--- src/rtl/read_nonsym_pattern_source.sv ---
// read_nonsym_pattern_source
//   Host-readable pattern source. A generator fills a 64-bit-wide buffer with
//   pairs of 32-bit pattern words, one entry per cycle while not full. The host
//   drains it one 32-bit half per pipe_out_read strobe, high half first, so it
//   sees p0, p1, p2, ... in order. A free-running timer sits alongside.
//
// Ports
//   okClk          clock
//   reset          synchronous active-high reset
//   pattern_mode   [1:0] pattern select, latched on reset_pattern
//   reset_pattern  pulse: latch mode, reseed generator, flush buffer, clear stats
//   start_timer    pulse: start timer
//   stop_timer     pulse: stop timer (wins over start)
//   pipe_out_read  read strobe, one word per asserted cycle
//   pipe_out_data  read data, valid one cycle after the strobe, held otherwise
//   clk_counts     64-bit timer count
//   timer_on       timer running
//   words_read     successful reads (wrapping)
//   underrun_count reads while empty (saturating)
//   buf_empty      no half available
module read_nonsym_pattern_source #(
    parameter int unsigned DEPTH_LOG2 = 4,
    parameter logic [31:0] LFSR_SEED  = 32'h0000_0001
) (
    input  logic        okClk,
    input  logic        reset,
    input  logic [31:0] pattern_mode,
    input  logic        reset_pattern,
    input  logic        start_timer,
    input  logic        stop_timer,
    input  logic        pipe_out_read,
    output logic [31:0] pipe_out_data,
    output logic [63:0] clk_counts,
    output logic        timer_on,
    output logic [31:0] words_read,
    output logic [31:0] underrun_count,
    output logic        buf_empty
);

    localparam int unsigned DEPTH = 2 ** DEPTH_LOG2;
    localparam int unsigned CW    = DEPTH_LOG2 + 1;

    // Right-shift Galois form of x^32+x^22+x^2+x+1.
    localparam logic [31:0] LFSR_MASK = 32'h8020_0003;

    function automatic logic [31:0] pattern_step(input logic [1:0] mode, input logic [31:0] p);
        logic [31:0] n;
        unique case (mode)
            2'd0: n = p + 32'd1;
            2'd1: n = (p >> 1) ^ (p[0] ? LFSR_MASK : 32'h0);
            2'd2: n = {p[30:0], p[31]};
            default: n = ~p;  // A5A5_A5A5 <-> 5A5A_5A5A
        endcase
        return n;
    endfunction

    function automatic logic [31:0] pattern_seed(input logic [1:0] mode);
        logic [31:0] s;
        unique case (mode)
            2'd0: s = 32'h0;
            2'd1: s = LFSR_SEED;
            2'd2: s = 32'h1;
            default: s = 32'hA5A5_A5A5;
        endcase
        return s;
    endfunction

    logic [63:0]           mem [DEPTH];
    logic [1:0]            mode_q;
    logic [31:0]           gen_q;
    logic [DEPTH_LOG2-1:0] wr_ptr_q, rd_ptr_q;
    logic [CW-1:0]         count_q, count_d;
    logic                  half_q;
    logic [31:0]           data_q, words_q, under_q;
    logic                  empty_q;
    logic [63:0]           clk_counts_q;
    logic                  timer_on_q;

    logic        full, empty_now, do_push, do_read, do_underrun, do_pop;
    logic [31:0] gen_1, gen_2, head_half;
    logic [63:0] head;

    logic unused_mode_bits;
    assign unused_mode_bits = ^pattern_mode[31:2];

    always_comb begin
        full        = (count_q == CW'(DEPTH));
        empty_now   = (count_q == '0);
        // reset_pattern flushes everything, so it suppresses both sides.
        do_push     = !full && !reset_pattern;
        do_read     = pipe_out_read && !empty_now && !reset_pattern;
        do_underrun = pipe_out_read && empty_now && !reset_pattern;
        do_pop      = do_read && half_q;
        gen_1       = pattern_step(mode_q, gen_q);
        gen_2       = pattern_step(mode_q, gen_1);
        head        = mem[rd_ptr_q];
        head_half   = half_q ? head[31:0] : head[63:32];
        count_d     = count_q + CW'(do_push) - CW'(do_pop);
    end

    // Buffer storage, no reset needed: occupancy tracking guards all reads.
    always_ff @(posedge okClk) begin
        if (!reset && do_push) begin
            mem[wr_ptr_q] <= {gen_q, gen_1};
        end
    end

    always_ff @(posedge okClk) begin
        if (reset) begin
            mode_q   <= 2'd0;
            gen_q    <= 32'h0;
            wr_ptr_q <= '0;
            rd_ptr_q <= '0;
            count_q  <= '0;
            half_q   <= 1'b0;
            data_q   <= 32'h0;
            words_q  <= 32'h0;
            under_q  <= 32'h0;
            empty_q  <= 1'b1;
        end else if (reset_pattern) begin
            mode_q   <= pattern_mode[1:0];
            gen_q    <= pattern_seed(pattern_mode[1:0]);
            wr_ptr_q <= '0;
            rd_ptr_q <= '0;
            count_q  <= '0;
            half_q   <= 1'b0;
            words_q  <= 32'h0;
            under_q  <= 32'h0;
            empty_q  <= 1'b1;
        end else begin
            if (do_push) begin
                gen_q    <= gen_2;
                wr_ptr_q <= wr_ptr_q + 1'b1;
            end
            if (do_read) begin
                data_q  <= head_half;
                words_q <= words_q + 32'd1;
                half_q  <= !half_q;
                if (do_pop) begin
                    rd_ptr_q <= rd_ptr_q + 1'b1;
                end
            end else if (do_underrun) begin
                data_q <= 32'h0;
                if (under_q != 32'hFFFF_FFFF) begin
                    under_q <= under_q + 32'd1;
                end
            end
            count_q <= count_d;
            empty_q <= (count_d == '0);
        end
    end

    // Timer is untouched by reset_pattern.
    always_ff @(posedge okClk) begin
        if (reset) begin
            clk_counts_q <= 64'h0;
            timer_on_q   <= 1'b0;
        end else begin
            if (start_timer || timer_on_q) begin
                clk_counts_q <= clk_counts_q + 64'd1;
            end
            if (stop_timer) begin
                timer_on_q <= 1'b0;
            end else if (start_timer) begin
                timer_on_q <= 1'b1;
            end
        end
    end

    assign pipe_out_data  = data_q;
    assign clk_counts     = clk_counts_q;
    assign timer_on       = timer_on_q;
    assign words_read     = words_q;
    assign underrun_count = under_q;
    assign buf_empty      = empty_q;

endmodule

--- config.mk ---
export PLATFORM = sky130hd
export DESIGN_NAME = read_nonsym_pattern_source
export DESIGN_NICKNAME = d
export VERILOG_FILES = /design/src/rtl/read_nonsym_pattern_source.sv
export SDC_FILE = /design/constraint.sdc
export NUM_CORES = 1
export LEC_CHECK = 0
export ABC_CLOCK_PERIOD_IN_PS = 9250
export BUFFER_PORTS_ARGS = -buffer_cell sky130_fd_sc_hd__buf_2
export CAP_MARGIN = 5
export CORE_MARGIN = 2
export CORE_UTILIZATION = 45
export CTS_CLUSTER_SIZE = 28
export DETAILED_ROUTE_END_ITERATION = 16
export HOLD_SLACK_MARGIN = 0.08
export MAX_ROUTING_LAYER = met4
export PLACE_DENSITY = 0.73
export SYNTH_ARGS = -nofsm -noshare
export SYNTH_HDL_FRONTEND = slang
export SYNTH_SLANG_ARGS = --single-unit
--- constraint.sdc ---
create_clock -name okClk -period 9.25 [get_ports okClk]
set_clock_uncertainty 0.05 [all_clocks]
set_input_delay 1.85 -clock okClk [delete_from_list [all_inputs] [get_ports okClk]]
set_output_delay 1.85 -clock okClk [all_outputs]
set_load 0.005 [all_outputs]
==> results.yml <==
synthesis:
  async_flop_share_pct: 0
  syn_nets: 3056
  netlist_area_sq_mm: 0.0507
  netlist_top_cells_area: "edfxtp_1, mux4_2, dfxtp_1"
  synth_top_area_share_pct: 60.6
  yosysSeqAreaShare_pct: 69.0
  yosys.cell_types.count: 92
  synth_ff_type: "edfxtp_1"
  synth_area_leader_cell: "edfxtp_1"
  synthCells: 3001
  yosysWarningCount: 0
  synth-edff-count: 1024
  syn_area_per_cell_sq_um: 16.9
  yosys_register_bits: 1238
job:
  drv_cap: 0
timing:
  finalHoldViolCount: 0
  rsz0062_at_grt: "no"
  period_needed_ns: 5.28
  period_share_pct: 57.1
  tightest_slew_ns: 1.38
  fmax_mhz: 189
  maxSlewHeadroom_pct: 8.11
  fin_hold_ws_ns: 0.451
  fin_setup_tns_ns: 0
  drv_slew: 0
  finalSetupViolCount: 0
routing:
  routed_wl_um: 118000
  wl_met1_um: 46800
  viasPerCell: 5.89
  vias: 28100
  final_antenna_net_count: 0
  routed.top_layer: "met4"
  drc_errors: 0
  dr_wl_met2_um: 58000
  first_pass_iters: 6
  routedWlPerCell_um: 24.8
  dr_wl_met3_um: 10500
  initialDrtViolationCount: 2955
clocking:
  post_cts_buffers: 0
  path_clk_slew_ns: 0.07
  numClockSinks: 1238
  clkLatencyLatePin_ns: 0.72
  tritoncts: "built"
  numCtsBuffers: 117
  htreeDepth: 3
  ctsHoldBuffers: 0
  clock_path_buffers: 3
  cts_resized: 0
  cts_root_buffer: "clkbuf_16"
floorplanning:
  core_sq_mm: 0.112
  io-pin-count: 200
  initial_core_util_pct: 45.2
  dieHeight_um: 340
  die_x_um: 340
  dieArea_sq_mm: 0.115
  rows: 123
worst_setup_path:
  crit_required_ns: 9.78
  reg2regPathDepth: 10
  arrival_ns: 5.81
  r2r-start: "gen_q[1]"
  r2r-end: "gen_q[31]"
  start_kind: "register"
  r2r_slack_ns: 3.97
  worstSetupPathType: "reg2reg"
  crit_fanout: 23
  critPathCaptureType: "register"
power_and_ir_drop:
  power_leakage_nw: 18.5
  power_density_mw_per_mm2: 200
  peakVddDrop_v: 0.000170
  total_power_mw: 11.5
final_layout:
  nets: 3220
  fin_area_sq_mm: 0.0573
  drive_gt1_share_pct: 25.3
  fin_cells: 4771
  area_growth_pct: 12.9
min_path:
  hp-class: "reg2reg"
  hold_depth: 2
  worstHoldStart: "clk_counts[33]"
  whs_endpoint: "clk_counts[33]"
grt:
  grt_pass1_vias: 28000
  overflow: 0
  grt_antenna_before_repair: 3
  grt_max_degree: 146
  grt_usage_pct: 20.9
  grt_pass1_wl_um: 177000
placement:
  dp_cells: 4544
  gp_congestion: 0.893
  place_area_sq_mm: 0.0534
  port-buffer-count: 169
  dp_hpwl_um: 63400
status:
  status: "completed"
## cell usage after synthesis (6+ instances only)
master,instances
and4_1,19
mux2i_1,24
o211ai_1,13
a221oi_1,10
nand2b_1,12
mux2_2,33
a22oi_1,35
nor4_1,19
a31o_2,6
a21o_1,9
nor2b_1,7
clkbuf_1,130
inv_1,44
or4_1,8
buf_1,35
nor2_1,233
a31oi_1,18
buf_2,17
o21ai_0,91
nand4_1,41
nand2_1,132
and3_1,27
and2_1,8
a21oi_1,77
ha_1,16
nand3_1,56
xor2_1,84
or3_1,31
edfxtp_1,1024
dfxtp_1,214
mux4_2,323
xnor2_1,58
a211oi_1,9
nor3_1,36
## cells by family (layout without fill, tap and decap cells)
group | count (synthesis) | in the layout | share of synthesized area [%]
muxes | 380 | 380 | 15.5
adders and majority gates | 17 | 17 | 0.434
xor gates and xnor gates | 142 | 142 | 2.45
buffers and inverters | 231 | 499 | 1.78
other | 0 | 2 | 0
and+or+nand+nor | 663 | 663 | 6.51
DFF | 1238 | 1238 | 69.0
AOI/OAI and AO/OA | 330 | 330 | 4.26
## layer usage
metal | global-route usage, % | vias to the layer above
met4 | 6.19 | 0
met3 | 3.87 | 209
li1 | - | 12200
met1 | 27.6 | 14400
met5 | - | -
met2 | 33.1 | 1272
## worst max-delay path by stage
| stage | end | cells past startpoint | slack (ns) | start |
|---|---|---|---|---|
| 2_1_floorplan | mem[3][0] | 6 | 1.57 | reset |
| 3_3_place_gp | words_read[31] | 12 | 3.63 | reset_pattern |
| 3_5_place_dp | words_read[31] | 12 | 3.58 | reset_pattern |
| 4_1_cts | gen_q[31] | 10 | 4.15 | gen_q[1] |
| 5_1_grt | gen_q[31] | 10 | 3.56 | gen_q[1] |
| 6_report | gen_q[31] | 10 | 3.97 | gen_q[1] |
## power by group
group	switching, mW	total (mW)	internal (mW)
clock network	2.06	4.85	2.80
registers	0.0816	6.22	6.14
logic	0.284	0.416	0.132
## per-stage QoR
stage               utilization (%)  setup slack (ns)
floorplan                         -              1.57
global placement               47.6              3.63
detailed placement             47.6              3.58
CTS                            51.1              4.15
global route                   51.1              3.56
finish                         51.1              3.97
## state kept, by name, summed over array words and instances, names as in the netlist, named ones only
register and count:
buf_empty 1, wr_ptr_q 4, timer_on 1, clk_counts 64, mode_q 2, pipe_out_data 32
gen_q 32, rd_ptr_q 4, count_q 5, half_q 1, mem 1024, underrun_count 32
words_read 32
## layout make-up
type                            count  area, sq um
Sequential cell                  1238        35100
Timing Repair Buffer              229         1330
Tap cell                         1500         1880
Inverter                           47          176
Antenna cell                        2         5.00
Clock buffer                      158         3150
Clock inverter                     65          763
Multi-Input combinational cell   1532        15000
Fill cell                        8820        54900
## worst max-delay path, stage by stage, from the launching register on
cell,delay (ns)
dfxtp_1,0.88
ha_1,0.40
nand4_2,0.32
nor4_1,0.60
mux2i_1,0.18
a211oi_2,0.99
o211ai_2,0.35
nor4_1,0.85
and3_1,0.31
a31o_2,0.16
o211ai_1,0.07
## cells in the final DEF, fill, tap and decap left out, drive strengths merged, types with 24 or more instances in the layout
| cell | n |
|---|---|
| edfxtp | 1024 |
| mux4 | 323 |
| nor2 | 233 |
| buf | 229 |
| dfxtp | 214 |
| clkbuf | 158 |
| nand2 | 133 |
| o21ai | 96 |
| xor2 | 84 |
| a21oi | 77 |
| nand3 | 59 |
| xnor2 | 58 |
| inv | 53 |
| nand4 | 44 |
| clkinv | 40 |
| nor3 | 38 |
| a22oi | 35 |
| mux2 | 33 |
| or3 | 31 |
| and3 | 27 |
| mux2i | 24 |
Power figures use the tool's default switching activity.
